===== config.mk =====
export PLATFORM = sky130hd
export DESIGN_NAME = load_store_unit
export DESIGN_NICKNAME = d
export VERILOG_FILES = /design/src/rtl/load_store_unit.sv
export SDC_FILE = /design/constraint.sdc
export NUM_CORES = 1
export LEC_CHECK = 0
export ABC_AREA = 1
export CORE_MARGIN = 2
export CORE_UTILIZATION = 42
export CTS_CLUSTER_SIZE = 24
export DETAILED_ROUTE_END_ITERATION = 7
export PLACE_DENSITY = 0.82
export SKIP_CTS_REPAIR_TIMING = 1
export SLEW_MARGIN = 10
export SYNTH_ARGS = -nofsm -noshare
export SYNTH_HDL_FRONTEND = slang
export SYNTH_SLANG_ARGS = --single-unit

===== constraint.sdc =====
create_clock -name clk -period 2.5 [get_ports clk]
set_input_delay 0.5 -clock clk [delete_from_list [all_inputs] [get_ports clk]]
set_output_delay 0.5 -clock clk [all_outputs]
set_load 0.02 [all_outputs]

===== src/rtl/load_store_unit.sv =====
// load_store_unit: byte-addressed load/store front end for a word-only data memory.
// Performs byte/half lane extraction with sign/zero extension on loads and
// sub-word stores by read-modify-write. Requests use a valid/ready handshake
// and each one completes with a single-cycle resp_valid pulse.
//
// Ports:
//   clk, rst            clock and asynchronous active-high reset
//   req_valid/ready     request handshake (ready high iff idle)
//   req_write           1 = store, 0 = load
//   req_size            00 byte, 01 half, 10 word, 11 illegal
//   req_signed          loads: sign-extend when set
//   req_addr            byte address
//   req_wdata           store data (low lane used for sub-word stores)
//   resp_valid/err      completion pulse and its error qualifier
//   resp_rdata          last successful load result
//   mem_addr/wdata      word address and write word to the data memory
//   mem_read/write      memory strobes, decoded from state
//   mem_rdata           combinational read data from the memory
module load_store_unit #(
  parameter int unsigned BITSIZE = 32,
  parameter int unsigned MEMSIZE = 64,
  parameter int unsigned ADDR_W  = 32
) (
  input  logic                       clk,
  input  logic                       rst,
  input  logic                       req_valid,
  output logic                       req_ready,
  input  logic                       req_write,
  input  logic [1:0]                 req_size,
  input  logic                       req_signed,
  input  logic [ADDR_W-1:0]          req_addr,
  input  logic [BITSIZE-1:0]         req_wdata,
  output logic                       resp_valid,
  output logic                       resp_err,
  output logic [BITSIZE-1:0]         resp_rdata,
  output logic [$clog2(MEMSIZE)-1:0] mem_addr,
  output logic [BITSIZE-1:0]         mem_wdata,
  output logic                       mem_read,
  output logic                       mem_write,
  input  logic [BITSIZE-1:0]         mem_rdata
);

  localparam int unsigned MemAw = $clog2(MEMSIZE);
  localparam logic [ADDR_W-1:0] AddrLimit = ADDR_W'(4 * MEMSIZE);

  typedef enum logic [1:0] {StIdle, StLoad, StStore, StMerge} state_e;

  state_e               state_q, state_d;
  logic [1:0]           size_q;
  logic [1:0]           lane_q;
  logic                 signed_q;
  logic                 resp_valid_q;
  logic                 resp_err_q;
  logic [BITSIZE-1:0]   rdata_q;
  logic [MemAw-1:0]     mem_addr_q;
  logic [BITSIZE-1:0]   mem_wdata_q;

  logic                 accept;
  logic                 req_err;
  logic [7:0]           load_byte;
  logic [15:0]          load_half;
  logic [BITSIZE-1:0]   load_data;
  logic [BITSIZE-1:0]   merge_data;

  assign accept     = req_valid && (state_q == StIdle);
  assign req_ready  = (state_q == StIdle);
  assign mem_read   = (state_q == StLoad) || (state_q == StMerge);
  assign mem_write  = (state_q == StStore);
  assign resp_valid = resp_valid_q;
  assign resp_err   = resp_err_q;
  assign resp_rdata = rdata_q;
  assign mem_addr   = mem_addr_q;
  assign mem_wdata  = mem_wdata_q;

  // Alignment, size legality and range check on the incoming request.
  always_comb begin
    req_err = 1'b0;
    case (req_size)
      2'b00:   req_err = 1'b0;
      2'b01:   req_err = req_addr[0];
      2'b10:   req_err = |req_addr[1:0];
      default: req_err = 1'b1;
    endcase
    if (req_addr >= AddrLimit) req_err = 1'b1;
  end

  always_comb begin
    state_d = state_q;
    case (state_q)
      StIdle: begin
        if (accept && !req_err) begin
          if (!req_write)              state_d = StLoad;
          else if (req_size == 2'b10)  state_d = StStore;
          else                         state_d = StMerge;
        end
      end
      StLoad:  state_d = StIdle;
      StMerge: state_d = StStore;
      StStore: state_d = StIdle;
      default: state_d = StIdle;
    endcase
  end

  // Little-endian lane extraction and extension for loads.
  always_comb begin
    load_byte = mem_rdata[{lane_q, 3'b000} +: 8];
    load_half = mem_rdata[{lane_q[1], 4'b0000} +: 16];
    case (size_q)
      2'b00:   load_data = {{24{signed_q & load_byte[7]}}, load_byte};
      2'b01:   load_data = {{16{signed_q & load_half[15]}}, load_half};
      default: load_data = mem_rdata;
    endcase
  end

  // Sub-word store: mem_wdata_q still holds the raw store data at this point.
  always_comb begin
    merge_data = mem_rdata;
    if (size_q == 2'b00) merge_data[{lane_q, 3'b000} +: 8] = mem_wdata_q[7:0];
    else                 merge_data[{lane_q[1], 4'b0000} +: 16] = mem_wdata_q[15:0];
  end

  always_ff @(posedge clk or posedge rst) begin
    if (rst) begin
      state_q      <= StIdle;
      size_q       <= 2'b00;
      lane_q       <= 2'b00;
      signed_q     <= 1'b0;
      resp_valid_q <= 1'b0;
      resp_err_q   <= 1'b0;
      rdata_q      <= '0;
      mem_addr_q   <= '0;
      mem_wdata_q  <= '0;
    end else begin
      state_q      <= state_d;
      resp_valid_q <= 1'b0;
      resp_err_q   <= 1'b0;
      case (state_q)
        StIdle: begin
          if (accept) begin
            if (req_err) begin
              resp_valid_q <= 1'b1;
              resp_err_q   <= 1'b1;
            end else begin
              size_q     <= req_size;
              lane_q     <= req_addr[1:0];
              signed_q   <= req_signed;
              mem_addr_q <= req_addr[MemAw+1:2];
              if (req_write) mem_wdata_q <= req_wdata;
            end
          end
        end
        StLoad: begin
          rdata_q      <= load_data;
          resp_valid_q <= 1'b1;
        end
        StMerge: mem_wdata_q <= merge_data;
        StStore: resp_valid_q <= 1'b1;
        default: ;
      endcase
    end
  end

endmodule


==> results of run 1 <==
==> worst max-delay path, delay by kind of cell (launching register included) <==
kind	cells	cell delay, ns
adders and majority gates	1	0.21
buffers and inverters	3	0.84
DFF	1	0.40
and+or+nand+nor	1	0.09
==> how the worst min path moves through the flow <==
stage	from	endpoint	slack [ns]	depth (start not counted)
floorplan	size_q[0]	size_q[0]	0.50	2
global placement	mem_wdata[16]	mem_wdata[16]	0.45	2
detailed placement	mem_wdata[17]	mem_wdata[17]	0.46	2
CTS	mem_wdata[17]	mem_wdata[17]	0.47	2
global route	mem_wdata[26]	mem_wdata[26]	0.49	2
finish	mem_wdata[16]	mem_wdata[16]	0.47	2
==> cell usage after synthesis <==
cell type and count:
a21oi_1 80, a21oi_4 1, and2_1 1, and3_1 1, buf_1 4, buf_2 20, buf_4 1, buf_6 1
clkbuf_1 15, dfrtp_1 79, ha_1 9, inv_1 75, inv_2 4, nand2_1 248, nand2_2 4, nand3_1 55
nand3_2 2, nand4_1 16, nor2_1 68, nor2_2 1, nor2_4 1, nor3_2 1, o211ai_1 20, o21a_1 1
o21ai_0 44, o21ai_2 2, o21ai_4 1, o221ai_1 7, o22a_1 1, o22ai_1 1
==> final cells by class <==
type / count / share of cell area
repair buffers: 193 / 0.259
well taps: 147 / 0.0251
inverters: 79 / 0.0409
multi-input cells: 565 / 0.363
clock inverters: 4 / 0.00954
flip-flops and latches: 79 / 0.269
clock buffers: 11 / 0.0331
==> metrics by stage <==
stage / total power, mW / instance area, sq um
2_1_floorplan: 2.08 / 5130
3_3_place_gp: 2.72 / 7030
3_5_place_dp: 2.74 / 7030
4_1_cts: 4.15 / 7340
5_1_grt: 4.31 / 7340
6_report: 4.11 / 7340
==> cell families (layout without fill, tap and decap cells) <==
logic type,count (synthesis),in the layout,share of synthesized area
compound gates,158,158,0.176
simple gates,398,398,0.321
fa+ha+maj,9,9,0.0220
buf+inv,120,287,0.0949
flops,79,79,0.386
==> registers in the layout, indices dropped and copies added, names as in the netlist <==
register / flops
state_q: 2
lane_q: 2
signed_q: 1
size_q: 2
resp_valid: 1
resp_rdata: 32
mem_addr: 6
resp_err: 1
mem_wdata: 32
==> power groups by stage <==
stage          sequential (mW)  clock, mW  combinational [mW]
4_1_cts                   1.59       1.43                1.13
3_3_place_gp              1.61          0                1.10
2_1_floorplan             1.82          0               0.260
5_1_grt                   1.62       1.48                1.21
3_5_place_dp              1.61          0                1.12
6_report                  1.59       1.40                1.12
==> layout by cell type, fill, tap and decap left out, drive strengths merged <==
cell and count:
ha 9, inv 78, clkinvlp 1, buf 16
o221ai 7, o21a 1, clkinv 2, bufinv 2
o211ai 20, nand3 57, nand2 252, nor3 1
clkbuf 11, and2 1, a21oi 81, o21ai 47
nor2 70, and3 1, clkdlybuf4s50 177, dfrtp 79
o22a 1, nand4 16, o22ai 1
==> metal layers <==
layer | vias to the layer above | wire (um)
li1 | 2801 | -
met5 | - | 0
met3 | 31 | 1440
met1 | 2576 | 7290
met4 | 0 | 376
met2 | 236 | 7870
==> flow_summary.html, run 1 <==
<table>
<tr><th>Metric</th><th>Value</th></tr>
<tr><th colspan="2">Die</th></tr>
<tr><td>Standard-cell rows</td><td>40</td></tr>
<tr><td>IO Count</td><td>178</td></tr>
<tr><td>Die area</td><td>13100 sq um</td></tr>
<tr><td>Initial core utilization</td><td>0.429</td></tr>
<tr><td>Die span in y</td><td>around 110 um</td></tr>
<tr><td>Die X-Extent</td><td>between 100 and 150 um</td></tr>
<tr><td>Std-Cell Core Area</td><td>12000 sq um</td></tr>
<tr><th colspan="2">Setup path</th></tr>
<tr><td>Library cell appearing most often on the critical path</td><td>inv_1</td></tr>
<tr><td>Required time at the worst-slack endpoint</td><td>around 2.0 ns</td></tr>
<tr><td>First element of the critical path</td><td>state_q[1]</td></tr>
<tr><td>Slack of the worst reg-to-reg path</td><td>0.27 ns</td></tr>
<tr><td>Launching element type of the critical path</td><td>flop</td></tr>
<tr><td>Type of destination of the critical path</td><td>primary output</td></tr>
<tr><td>Critical register-to-register path endpoint</td><td>mem_wdata[13]</td></tr>
<tr><td>Crit-path slowest cell</td><td>clkdlybuf4s50_1</td></tr>
<tr><td>Series of cell instances along the critical path</td><td>inv_1 &gt; ha_1 &gt; inv_1 &gt; nand2_1 &gt; clkdlybuf4s50_1</td></tr>
<tr><td>Worst setup endpoint</td><td>mem_read</td></tr>
<tr><td>Reg2reg start</td><td>state_q[0]</td></tr>
<tr><td>Type of the worst setup path</td><td>reg2out</td></tr>
<tr><td>Top fanout value on the critical path</td><td>3</td></tr>
<tr><td>Worst R2R Path Depth</td><td>6</td></tr>
<tr><td>CP max stage delay</td><td>0.66 ns</td></tr>
<tr><td>Data arrival time at the worst-slack endpoint</td><td>1.87 ns</td></tr>
<tr><th colspan="2">Place</th></tr>
<tr><td># port buffers</td><td>between 150 and 200</td></tr>
<tr><td>Sum of net half-perimeters after detailed placement</td><td>12600 um</td></tr>
<tr><td>Number of placed instances, taps included</td><td>1063</td></tr>
<tr><td>Worst Setup Slack post-DPL</td><td>0.178 ns</td></tr>
<tr><td>Routability congestion estimate from global placement</td><td>just over 0.9</td></tr>
<tr><th colspan="2">Yosys</th></tr>
<tr><td>Top cell type's share of synthesized area</td><td>0.386</td></tr>
<tr><td>Cell types with the largest area share after synthesis</td><td>dfrtp_1 (39%), nand2_1 (18%), a21oi_1 (7.8%)</td></tr>
<tr><td>Yosys synthesis warning count</td><td>0</td></tr>
<tr><td>Sequential area share after synthesis</td><td>0.386</td></tr>
<tr><td>Avg Synthesized Cell Area</td><td>6.71 sq um</td></tr>
<tr><td>#FFs+latches synth</td><td>79</td></tr>
<tr><td>Post-Synthesis Net Count</td><td>a little under 900</td></tr>
<tr><td>Post-synthesis cell type count</td><td>30</td></tr>
<tr><td>Mapped Area</td><td>about 5100 sq um</td></tr>
<tr><td>Largest area contributor in the netlist</td><td>dfrtp_1</td></tr>
<tr><td>Syn Inst Count</td><td>764</td></tr>
<tr><th colspan="2">Finish</th></tr>
<tr><td>Core utilization of the finished layout</td><td>0.614</td></tr>
<tr><td>Number of diodes</td><td>0</td></tr>
<tr><td>Layout Nets</td><td>1039</td></tr>
<tr><td>Layout cell share with drive strength beyond 1</td><td>0.0516</td></tr>
<tr><td>Number of non-filler instances in the completed layout</td><td>1078</td></tr>
<tr><td>Register area</td><td>between 1500 and 2000 sq um</td></tr>
<tr><td>Layout area overhead</td><td>43.2%</td></tr>
<tr><td>Multi-input gate area</td><td>2660 sq um</td></tr>
<tr><td>Filler instances</td><td>1108</td></tr>
<tr><th colspan="2">Power and ir drop</th></tr>
<tr><td>Internal Dissipation</td><td>2.91 mW</td></tr>
<tr><td>Logic pwr share</td><td>0.272</td></tr>
<tr><td>Leakage power</td><td>3.49 nW</td></tr>
<tr><td>Part of the power in registers</td><td>0.387</td></tr>
<tr><td>Switch share</td><td>0.292</td></tr>
<tr><td>Switching power</td><td>1.20 mW</td></tr>
<tr><td>Highest ir drop seen on vdd</td><td>around 0.36 mV</td></tr>
<tr><td>Clock network fraction of design power</td><td>0.341</td></tr>
<tr><td>PD cells</td><td>~560 nW/um^2</td></tr>
<tr><th colspan="2">Timing</th></tr>
<tr><td>Fraction of the cycle the final worst path needs</td><td>0.950</td></tr>
<tr><td>Sum of negative setup slack</td><td>0 ns</td></tr>
<tr><td>Highest Clock Rate</td><td>421 MHz</td></tr>
<tr><td>Count of final setup violators</td><td>0</td></tr>
<tr><td>Shortest clock period the worst path allows after layout</td><td>2.37 ns</td></tr>
<tr><td>Max Transition Viols Final</td><td>0</td></tr>
<tr><td>Tightest Pin Transition</td><td>0.831 ns</td></tr>
<tr><td>Hold Slack</td><td>around 0.47 ns</td></tr>
<tr><td>Number of hold violations in the final report</td><td>0</td></tr>
<tr><td>Post-route setup slack</td><td>0.125 ns</td></tr>
<tr><td>Clock skew</td><td>0.00706 ns</td></tr>
<tr><td>Max-Slew Margin vs Limit</td><td>0.446</td></tr>
<tr><td>Setup repair after global routing missed its margin</td><td>no</td></tr>
<tr><th colspan="2">Route</th></tr>
<tr><td>Total via count in the routed design</td><td>5644</td></tr>
<tr><td>Violation count after the first detailed-routing iteration</td><td>approximately 500</td></tr>
<tr><td>DRC violation count after routing</td><td>0</td></tr>
<tr><td>First-pass DRT Iterations</td><td>5</td></tr>
<tr><td>Average wire length per cell after detail routing</td><td>15.7 um</td></tr>
<tr><td>Detail Route Antenna Nets</td><td>0</td></tr>
<tr><td>Final wirelength</td><td>17000 um</td></tr>
<tr><td>Number of vias per cell</td><td>5.24</td></tr>
<tr><th colspan="2">CTS</th></tr>
<tr><td>Buffer depth of the longest clock path</td><td>2</td></tr>
<tr><td>CTS sink count</td><td>79</td></tr>
<tr><td>H-Tree Depth</td><td>3</td></tr>
<tr><td>TritonCTS clock tree</td><td>done</td></tr>
<tr><td>Number of buffers created by CTS</td><td>9</td></tr>
<tr><td>Root cell of the clock tree</td><td>clkbuf_16</td></tr>
<tr><td>Insertion delay to the later sink of the worst-skew pair</td><td>around 0.33 ns</td></tr>
<tr><td>Clock Pin Slew Worst Setup and Hold Paths</td><td>approximately 0.060 ns</td></tr>
<tr><th colspan="2">Min path</th></tr>
<tr><td>Path class of the lowest-slack min-delay path</td><td>reg2reg</td></tr>
<tr><th colspan="2">Global routing</th></tr>
<tr><td>Wire length of the first global-routing pass</td><td>27000 um</td></tr>
<tr><td>Vias in the first global route</td><td>5324</td></tr>
<tr><td>Pin count of the biggest net entering global routing</td><td>80</td></tr>
<tr><td>Highest-utilization routing layer at the global route stage</td><td>met2</td></tr>
<tr><td>Initial antenna violation count</td><td>0</td></tr>
<tr><td>Total GRT Usage</td><td>0.262</td></tr>
<tr><td>Met1 demand-to-capacity share in global routing</td><td>0.340</td></tr>
<tr><td>Overflow after GRT</td><td>0</td></tr>
<tr><td>Met3 usage</td><td>0.0646</td></tr>
<tr><td>M2 GR Usage</td><td>0.430</td></tr>
<tr><th colspan="2">Status</th></tr>
<tr><td>Outcome</td><td>completed</td></tr>
<tr><th colspan="2">Flow run</th></tr>
<tr><td>Number of maximum-capacitance constraint violations</td><td>0</td></tr>
</table>
Power figures use the tool's default switching activity.
==> run 2: changes to the inputs <==
Settings changed: RECOVER_POWER set to 25.
==> run 2 against run 1 <==
First-iteration DRC count unchanged. Clock skew is essentially flat. Critical path type unchanged. Sequential cell count stayed put. Utilization down 0.10 points. Cell area shrank 0.17%.
==> flow_summary.html, run 2 (synthesis results as in run 1) <==
<table>
<tr><th>Metric</th><th>Value</th></tr>
<tr><th colspan="2">Place</th></tr>
<tr><td>Sum of net half-perimeters after detailed placement</td><td>12600 um (unchanged)</td></tr>
<tr><td>Cell area reported after detailed placement</td><td>7030 sq um (unchanged)</td></tr>
<tr><td>Worst Setup Slack post-DPL</td><td>0.178 ns (unchanged)</td></tr>
<tr><td># port buffers</td><td>177 (unchanged)</td></tr>
<tr><td>Routability congestion estimate from global placement</td><td>0.915 (unchanged)</td></tr>
<tr><td>Number of placed instances, taps included</td><td>1063 (unchanged)</td></tr>
<tr><th colspan="2">CTS</th></tr>
<tr><td>H-Tree Depth</td><td>3 (unchanged)</td></tr>
<tr><td>CTS sink count</td><td>79 (unchanged)</td></tr>
<tr><td>Clock Pin Slew Worst Setup and Hold Paths</td><td>0.06 ns (about the same)</td></tr>
<tr><td>Number of buffers created by CTS</td><td>9 (unchanged)</td></tr>
<tr><td>Insertion delay to the later sink of the worst-skew pair</td><td>0.33 ns (about the same)</td></tr>
<tr><td>TritonCTS clock tree</td><td>done</td></tr>
<tr><td>Root cell of the clock tree</td><td>clkbuf_16</td></tr>
<tr><td>Buffer depth of the longest clock path</td><td>2 (unchanged)</td></tr>
<tr><th colspan="2">Route</th></tr>
<tr><td>Detail Route Antenna Nets</td><td>0 (unchanged)</td></tr>
<tr><td>Violation count after the first detailed-routing iteration</td><td>496 (unchanged)</td></tr>
<tr><td>Final wirelength</td><td>17000 um (about the same)</td></tr>
<tr><td>First-pass DRT Iterations</td><td>5 (unchanged)</td></tr>
<tr><td>DRC violation count after routing</td><td>0 (unchanged)</td></tr>
<tr><td>Number of vias per cell</td><td>5.24 (about the same)</td></tr>
<tr><td>Average wire length per cell after detail routing</td><td>15.7 um (about the same)</td></tr>
<tr><td>Total via count in the routed design</td><td>5649 (+0.089%)</td></tr>
<tr><th colspan="2">Finish</th></tr>
<tr><td>Leading cell type in the layout, fill and taps excluded</td><td>nand2_1</td></tr>
<tr><td>Layout cell share with drive strength beyond 1</td><td>0.0516 (unchanged)</td></tr>
<tr><td>Layout Nets</td><td>1039 (unchanged)</td></tr>
<tr><td>Number of non-filler instances in the completed layout</td><td>1078 (unchanged)</td></tr>
<tr><td>Most frequent cells in the layout</td><td>nand2_1 (248), clkdlybuf4s50_1 (176), a21oi_1 (80)</td></tr>
<tr><td>Core utilization of the finished layout</td><td>0.613 (-0.00105)</td></tr>
<tr><td>Post-route cell area</td><td>7330 sq um (-0.17%)</td></tr>
<tr><td>Number of diodes</td><td>0 (unchanged)</td></tr>
<tr><td>Layout area overhead</td><td>42.9%</td></tr>
<tr><th colspan="2">Global routing</th></tr>
<tr><td>Total GRT Usage</td><td>0.262 (unchanged)</td></tr>
<tr><td>M2 GR Usage</td><td>0.430 (unchanged)</td></tr>
<tr><td>Highest-utilization routing layer at the global route stage</td><td>met2</td></tr>
<tr><td>Pin count of the biggest net entering global routing</td><td>80 (unchanged)</td></tr>
<tr><td>Vias in the first global route</td><td>5324 (unchanged)</td></tr>
<tr><td>Overflow after GRT</td><td>0 (unchanged)</td></tr>
<tr><td>Initial antenna violation count</td><td>0 (unchanged)</td></tr>
<tr><td>Met3 usage</td><td>0.0646 (unchanged)</td></tr>
<tr><td>Wire length of the first global-routing pass</td><td>27000 um (unchanged)</td></tr>
<tr><td>Met1 demand-to-capacity share in global routing</td><td>0.340 (unchanged)</td></tr>
<tr><th colspan="2">Die</th></tr>
<tr><td>IO Count</td><td>178 (unchanged)</td></tr>
<tr><td>Initial core utilization</td><td>0.429 (unchanged)</td></tr>
<tr><td>Die area</td><td>13100 sq um (unchanged)</td></tr>
<tr><td>Standard-cell rows</td><td>40 (unchanged)</td></tr>
<tr><td>Die X-Extent</td><td>114 um (unchanged)</td></tr>
<tr><td>Die span in y</td><td>114 um (unchanged)</td></tr>
<tr><td>Std-Cell Core Area</td><td>12000 sq um (unchanged)</td></tr>
<tr><th colspan="2">Timing</th></tr>
<tr><td>Post-route setup slack</td><td>0.125 ns (+0.0000300 ns)</td></tr>
<tr><td>Shortest clock period the worst path allows after layout</td><td>2.37 ns (-0.0000300 ns)</td></tr>
<tr><td>Sum of negative setup slack</td><td>0 ns (unchanged)</td></tr>
<tr><td>Highest Clock Rate</td><td>421 MHz (about the same)</td></tr>
<tr><td>Clock skew</td><td>0.00702 ns (-0.0000381 ns)</td></tr>
<tr><td>Number of hold violations in the final report</td><td>0 (unchanged)</td></tr>
<tr><td>Max-Slew Margin vs Limit</td><td>0.277 (-0.169)</td></tr>
<tr><td>Count of final setup violators</td><td>0 (unchanged)</td></tr>
<tr><td>Tightest Pin Transition</td><td>1.09 ns (+0.254 ns)</td></tr>
<tr><td>Setup repair after global routing missed its margin</td><td>no</td></tr>
<tr><td>Fraction of the cycle the final worst path needs</td><td>0.950 (about the same)</td></tr>
<tr><td>Hold Slack</td><td>0.470 ns (+0.00000200 ns)</td></tr>
<tr><td>Max Transition Viols Final</td><td>0 (unchanged)</td></tr>
<tr><th colspan="2">Setup path</th></tr>
<tr><td>Required time at the worst-slack endpoint</td><td>2.00 ns (about the same)</td></tr>
<tr><td>Data arrival time at the worst-slack endpoint</td><td>1.87 ns (about the same)</td></tr>
<tr><td>Reg2reg start</td><td>state_q[0]</td></tr>
<tr><td>Type of the worst setup path</td><td>reg2out</td></tr>
<tr><td>Top fanout value on the critical path</td><td>3 (unchanged)</td></tr>
<tr><td>Type of destination of the critical path</td><td>primary output</td></tr>
<tr><td>First element of the critical path</td><td>state_q[1]</td></tr>
<tr><td>Launching element type of the critical path</td><td>flop</td></tr>
<tr><th colspan="2">Power and ir drop</th></tr>
<tr><td>PD cells</td><td>561 nW/um^2 (+0.10%)</td></tr>
<tr><td>Sum of internal, switching and leakage power</td><td>4.11 mW (about the same)</td></tr>
<tr><td>Highest ir drop seen on vdd</td><td>0.363 mV (about the same)</td></tr>
<tr><td>Leakage power</td><td>3.48 nW (-0.13%)</td></tr>
<tr><th colspan="2">Status</th></tr>
<tr><td>Outcome</td><td>completed</td></tr>
<tr><th colspan="2">Min path</th></tr>
<tr><td>Path class of the lowest-slack min-delay path</td><td>reg2reg</td></tr>
<tr><td>Start point of the worst min-delay path</td><td>mem_wdata[16]</td></tr>
<tr><th colspan="2">Flow run</th></tr>
<tr><td>Number of maximum-capacitance constraint violations</td><td>0 (unchanged)</td></tr>
</table>
[run 2: changes by cell type in the layout (fill, tap and decap cells not counted), sizes merged]
cell           delta
dlygate4sd3       +1
buf               -1
clkbuf            +1
clkdlybuf4s50     -1
[run 2: critical path, stage by stage, from the launching register on]
cell and delay, ns:
dfrtp_1 0.40, inv_1 0.11, ha_1 0.21, inv_1 0.07
nand2_1 0.09, clkdlybuf4s50_1 0.66
[run 2: final cells by class]
type,instances,area [sq um]
Clock buffer,11,243
Clock inverter,4,70.1
Fill cell,1110,4630
Sequential cell,79,1980
Multi-Input combinational cell,565,2660
Inverter,79,300
Tap cell,147,184
Timing Repair Buffer,193,1890
[run 2: routing by layer]
metal | routed length (um) | part of all wire | up-vias
met5 | 0 | 0 | -
met4 | 376 | 0.022 | 0
met3 | 1460 | 0.086 | 31
met2 | 7870 | 0.46 | 240
met1 | 7270 | 0.43 | 2577
li1 | - | - | 2801
[run 2: worst paths after layout]
kind	end	slack, ns	cells past startpoint
setup / recovery	mem_read	0.13	5
hold reg to reg	mem_wdata[16]	0.47	2
max in group asynchronous	resp_rdata[11]	0.77	3
hold / removal	mem_wdata[16]	0.47	2
setup reg to reg	mem_wdata[13]	0.27	6
min in group asynchronous	mem_wdata[22]	1.04	3
[run 2: report_power, final]
| group | leakage [nW] | switching [mW] | total, mW | internal, mW |
|---|---|---|---|---|
| clock | 0.155 | 0.509 | 1.40 | 0.893 |
| sequential | 1.05 | 0.132 | 1.59 | 1.46 |
| combinational | 2.28 | 0.560 | 1.11 | 0.554 |
| total | 3.48 | 1.20 | 4.11 | 2.91 |
==> run 3: changes to the inputs <==
Settings changed: ABC_AREA 1 to not set, CORE_UTILIZATION 42 to 35, PLACE_DENSITY 0.82 to 0.73.
==> run 3 against run 2 <==
Non-clock buffer count rose by 16. Area after synthesis fell by 13%. Clock skew shrank 0.00054 ns. Clock power barely moved. Fmax up 1.7%. Synthesized cell count is 45% lower. Utilization shrank 6.2 points. Combinational power decreased by 28%. First-iteration DRC count decreased by 7.3%. Largest cell class unchanged. Largest power group unchanged.
==> flow_summary.html, run 3 <==
<table>
<tr><th>Metric</th><th>Value</th></tr>
<tr><th colspan="2">Place</th></tr>
<tr><td>Number of placed instances, taps included</td><td>771 (-27%)</td></tr>
<tr><td>Sum of net half-perimeters after detailed placement</td><td>12200 um (-3.4%)</td></tr>
<tr><td>Cell area reported after detailed placement</td><td>6590 sq um (-6.3%)</td></tr>
<tr><td># port buffers</td><td>177 (unchanged)</td></tr>
<tr><td>Routability congestion estimate from global placement</td><td>0.958 (+4.7%)</td></tr>
<tr><th colspan="2">Route</th></tr>
<tr><td>Average wire length per cell after detail routing</td><td>20.4 um (+30%)</td></tr>
<tr><td>DRC violation count after routing</td><td>0 (unchanged)</td></tr>
<tr><td>Violation count after the first detailed-routing iteration</td><td>460 (-7.3%)</td></tr>
<tr><td>Number of vias per cell</td><td>5.64 (+7.6%)</td></tr>
<tr><td>Final wirelength</td><td>16100 um (-5.2%)</td></tr>
<tr><td>Detail Route Antenna Nets</td><td>0 (unchanged)</td></tr>
<tr><td>First-pass DRT Iterations</td><td>6 (+1)</td></tr>
<tr><td>Total via count in the routed design</td><td>4436 (-21%)</td></tr>
<tr><th colspan="2">Setup path</th></tr>
<tr><td>Number of cells on the critical path</td><td>7 (+2)</td></tr>
<tr><td>Data arrival time at the worst-slack endpoint</td><td>2.61 ns (+0.74 ns)</td></tr>
<tr><td>CP max stage delay</td><td>0.51 ns (-0.15 ns)</td></tr>
<tr><td>Crit-path slowest cell</td><td>or3b_1</td></tr>
<tr><td>Critical register-to-register path endpoint</td><td>mem_wdata[14]</td></tr>
<tr><td>Series of cell instances along the critical path</td><td>inv_1 &gt; ha_1 &gt; or3b_1 &gt; nor4b_4 &gt; a221oi_1 &gt; nor2_1 &gt; o22a_1</td></tr>
<tr><td>Type of the worst setup path</td><td>reg2reg</td></tr>
<tr><td>Reg2reg start</td><td>lane_q[1]</td></tr>
<tr><td>Worst R2R Path Depth</td><td>7 (+1)</td></tr>
<tr><td>Launching element type of the critical path</td><td>flop</td></tr>
<tr><td>Cell family with most CP delay</td><td>simple AND/OR/NAND/NOR gates</td></tr>
<tr><td>Required time at the worst-slack endpoint</td><td>2.78 ns (+0.78 ns)</td></tr>
<tr><td>Buffering stage count on the worst path with inverters included</td><td>1 (-2)</td></tr>
<tr><td>Top fanout value on the critical path</td><td>9 (+6)</td></tr>
<tr><td>Slack of the worst reg-to-reg path</td><td>0.17 ns (-0.10 ns)</td></tr>
<tr><td>Type of destination of the critical path</td><td>flop</td></tr>
<tr><td>First element of the critical path</td><td>lane_q[1]</td></tr>
<tr><td>Worst setup endpoint</td><td>mem_wdata[14]</td></tr>
<tr><th colspan="2">Min path</th></tr>
<tr><td>Path class of the lowest-slack min-delay path</td><td>reg2reg</td></tr>
<tr><th colspan="2">Power and ir drop</th></tr>
<tr><td>Leakage power</td><td>2.96 nW (-15%)</td></tr>
<tr><td>Logic pwr share</td><td>0.217 (-0.054)</td></tr>
<tr><td>Internal Dissipation</td><td>2.64 mW (-9.2%)</td></tr>
<tr><td>Highest ir drop seen on vdd</td><td>0.374 mV (+3.0%)</td></tr>
<tr><td>Switching power</td><td>1.03 mW (-14%)</td></tr>
<tr><td>Clock network fraction of design power</td><td>0.379 (+0.038)</td></tr>
<tr><td>PD cells</td><td>532 nW/um^2 (-5.1%)</td></tr>
<tr><td>Part of the power in registers</td><td>0.404 (+0.016)</td></tr>
<tr><td>Switch share</td><td>0.280 (-0.0121)</td></tr>
<tr><th colspan="2">Timing</th></tr>
<tr><td>Highest Clock Rate</td><td>428 MHz (+1.7%)</td></tr>
<tr><td>Clock skew</td><td>0.00648 ns (-0.000536 ns)</td></tr>
<tr><td>Fraction of the cycle the final worst path needs</td><td>0.934 (-0.0161)</td></tr>
<tr><td>Max Transition Viols Final</td><td>0 (unchanged)</td></tr>
<tr><td>Count of final setup violators</td><td>0 (unchanged)</td></tr>
<tr><td>Tightest Pin Transition</td><td>1.14 ns (+0.0560 ns)</td></tr>
<tr><td>Sum of negative setup slack</td><td>0 ns (unchanged)</td></tr>
<tr><td>Max-Slew Margin vs Limit</td><td>0.239 (-0.0373)</td></tr>
<tr><td>Number of hold violations in the final report</td><td>0 (unchanged)</td></tr>
<tr><td>Setup repair after global routing missed its margin</td><td>no</td></tr>
<tr><td>Hold Slack</td><td>0.507 ns (+0.0364 ns)</td></tr>
<tr><td>Shortest clock period the worst path allows after layout</td><td>2.33 ns (-0.0403 ns)</td></tr>
<tr><th colspan="2">Finish</th></tr>
<tr><td>Leading cell type in the layout, fill and taps excluded</td><td>clkdlybuf4s50_1</td></tr>
<tr><td>Layout cell share with drive strength beyond 1</td><td>0.179 (+0.127)</td></tr>
<tr><td>Most frequent cells in the layout</td><td>clkdlybuf4s50_1 (175), dfrtp_1 (79), nor2_1 (40)</td></tr>
<tr><td>Layout area overhead</td><td>54.8%</td></tr>
<tr><td>Core utilization of the finished layout</td><td>0.551 (-0.0619)</td></tr>
<tr><td>Number of non-filler instances in the completed layout</td><td>787 (-27%)</td></tr>
<tr><td>Post-route cell area</td><td>6900 sq um (-5.9%)</td></tr>
<tr><td>Number of diodes</td><td>0 (unchanged)</td></tr>
<tr><td>Layout Nets</td><td>722 (-31%)</td></tr>
<tr><th colspan="2">Yosys</th></tr>
<tr><td>Yosys synthesis warning count</td><td>0 (unchanged)</td></tr>
<tr><td>Basic-gate share of the synthesized area counting and, or, nand and nor cells</td><td>0.116 (-0.205)</td></tr>
<tr><td>Primary FF master, synth</td><td>dfrtp_1</td></tr>
<tr><td>Synthesized-area fraction occupied by xor and xnor cells</td><td>0 (unchanged)</td></tr>
<tr><td>Top cell type's share of synthesized area</td><td>0.444 (+0.0581)</td></tr>
<tr><td>Number of synthesized flops with an enable pin</td><td>0 (unchanged)</td></tr>
<tr><td>Proportion of synthesized area in mux cells</td><td>0.141 (+0.141)</td></tr>
<tr><td>Dominant combinational cell family by area after synthesis</td><td>compound AO/OA/AOI/OAI gates</td></tr>
<tr><td>Most frequent cell after synthesis</td><td>dfrtp_1</td></tr>
<tr><td>Most frequent cells after synthesis</td><td>dfrtp_1 (79), nor2_1 (40), mux2_2 (37), nand2_1 (31), a221oi_1 (24)</td></tr>
<tr><td>Sequential area share after synthesis</td><td>0.444 (+0.0581)</td></tr>
<tr><td>Avg Synthesized Cell Area</td><td>10.7 sq um (+59%)</td></tr>
<tr><td>Cell types with the largest area share after synthesis</td><td>dfrtp_1 (44%), mux2_2 (9.4%), a221oi_1 (4.7%)</td></tr>
<tr><td>Syn Inst Count</td><td>418 (-45%)</td></tr>
<tr><td>Post-Synthesis Net Count</td><td>530 (-39%)</td></tr>
<tr><td>Share of flip-flops with an asynchronous set or reset after synthesis</td><td>1.00 (unchanged)</td></tr>
<tr><td>#FFs+latches synth</td><td>79 (unchanged)</td></tr>
<tr><td>Post-synthesis cell type count</td><td>47 (+57%)</td></tr>
<tr><td>Largest area contributor in the netlist</td><td>dfrtp_1</td></tr>
<tr><td>Adder and majority cell fraction of the synthesized area</td><td>0.0253 (+0.00331)</td></tr>
<tr><td>Post-synthesis compound-gate area fraction</td><td>0.227 (+0.0508)</td></tr>
<tr><td>Mapped Area</td><td>4460 sq um (-13%)</td></tr>
<tr><th colspan="2">Status</th></tr>
<tr><td>Outcome</td><td>completed</td></tr>
<tr><th colspan="2">Die</th></tr>
<tr><td>Std-Cell Core Area</td><td>12500 sq um (+4.6%)</td></tr>
<tr><td>Initial core utilization</td><td>0.356 (-0.0727)</td></tr>
<tr><td>Die span in y</td><td>117 um (+2.0%)</td></tr>
<tr><td>Standard-cell rows</td><td>41 (+2.5%)</td></tr>
<tr><td>Die X-Extent</td><td>117 um (+2.0%)</td></tr>
<tr><td>IO Count</td><td>178 (unchanged)</td></tr>
<tr><td>Die area</td><td>13600 sq um (+4.1%)</td></tr>
<tr><th colspan="2">Global routing</th></tr>
<tr><td>Wire length of the first global-routing pass</td><td>24500 um (-9.4%)</td></tr>
<tr><td>Overflow after GRT</td><td>0 (unchanged)</td></tr>
<tr><td>Initial antenna violation count</td><td>0 (unchanged)</td></tr>
<tr><td>M2 GR Usage</td><td>0.388 (-0.0411)</td></tr>
<tr><td>Met3 usage</td><td>0.0695 (+0.00493)</td></tr>
<tr><td>Met1 demand-to-capacity share in global routing</td><td>0.308 (-0.0322)</td></tr>
<tr><td>Vias in the first global route</td><td>4473 (-16%)</td></tr>
<tr><td>Total GRT Usage</td><td>0.237 (-0.0250)</td></tr>
<tr><td>Pin count of the biggest net entering global routing</td><td>80 (unchanged)</td></tr>
<tr><td>Highest-utilization routing layer at the global route stage</td><td>met2</td></tr>
<tr><th colspan="2">CTS</th></tr>
<tr><td>Buffer depth of the longest clock path</td><td>2 (unchanged)</td></tr>
<tr><td>CTS sink count</td><td>79 (unchanged)</td></tr>
<tr><td>Clock Pin Slew Worst Setup and Hold Paths</td><td>0.07 ns (about the same)</td></tr>
<tr><td>Insertion delay to the later sink of the worst-skew pair</td><td>0.34 ns (about the same)</td></tr>
<tr><td>Number of buffers created by CTS</td><td>9 (unchanged)</td></tr>
<tr><td>H-Tree Depth</td><td>3 (unchanged)</td></tr>
<tr><td>TritonCTS clock tree</td><td>done</td></tr>
<tr><td>Root cell of the clock tree</td><td>clkbuf_16</td></tr>
<tr><th colspan="2">Flow run</th></tr>
<tr><td>Number of maximum-capacitance constraint violations</td><td>0 (unchanged)</td></tr>
</table>
-- run 3: cell types whose count changed in the layout (fill, tap and decap cells not counted), sizes merged, moves of 15 or more --
cell,before,now
nand2,252,31
a221oi,0,24
nand3,57,2
o21ai,47,19
nand4,16,1
a21oi,81,13
o211ai,20,2
mux2,0,49
inv,78,18
a221o,0,16
nor2,70,40
buf,15,31
-- run 3: worst min-delay path by stage --
stage	slack, ns	cells after the start	endpoint	startpoint
2_1_floorplan	0.53	1	signed_q	signed_q
3_3_place_gp	0.47	1	resp_rdata[7]	resp_rdata[7]
3_5_place_dp	0.49	1	resp_rdata[7]	resp_rdata[7]
4_1_cts	0.51	1	mem_addr[0]	mem_addr[0]
5_1_grt	0.52	1	resp_rdata[7]	resp_rdata[7]
6_report	0.51	1	mem_addr[0]	mem_addr[0]
-- run 3: logic make-up after synthesis --
group	after synthesis
AO/OA/AOI/OAI	131
AND/OR/NAND/NOR	103
adder cells (fa/ha/maj)	9
buffers and inverters	45
multiplexers	51
flip-flops	79
-- run 3: worst register-to-register path, stage by stage (launching register included) --
cell and delay (ns):
dfrtp_1 0.38, inv_1 0.21, ha_1 0.19, or3b_1 0.51
nor4b_4 0.48, a221oi_1 0.17, nor2_1 0.17, o22a_1 0.18
-- run 3: through the flow --
step	setup WS (ns)	power, mW
3_5_place_dp	-0.0749	2.30
2_1_floorplan	0.308	1.80
5_1_grt	0.0525	3.80
4_1_cts	0.0640	3.69
3_3_place_gp	-0.0377	2.29
6_report	0.165	3.67
-- run 3: per-layer routing --
| metal | vias up | wire, um |
|---|---|---|
| met5 | - | 0 |
| met4 | 0 | 256 |
| met3 | 31 | 1680 |
| met2 | 263 | 7720 |
| met1 | 2161 | 6430 |
| li1 | 1981 | - |
-- run 3: cell type report --
type / count / area [sq um]
Clock buffer: 9 / 225
Tap cell: 172 / 215
Timing Repair Buffer: 209 / 2040
Fill cell: 1104 / 5620
Multi-Input combinational cell: 294 / 2280
Inverter: 17 / 67.6
Clock inverter: 7 / 86.3
Sequential cell: 79 / 1980
-- run 3: power groups by stage --
stage	Clock (mW)	Combinational (mW)	Sequential, mW
floorplan	0	0.208	1.59
global placement	0	0.785	1.50
detailed placement	0	0.798	1.50
CTS	1.41	0.802	1.48
global route	1.47	0.844	1.49
finish	1.39	0.798	1.48
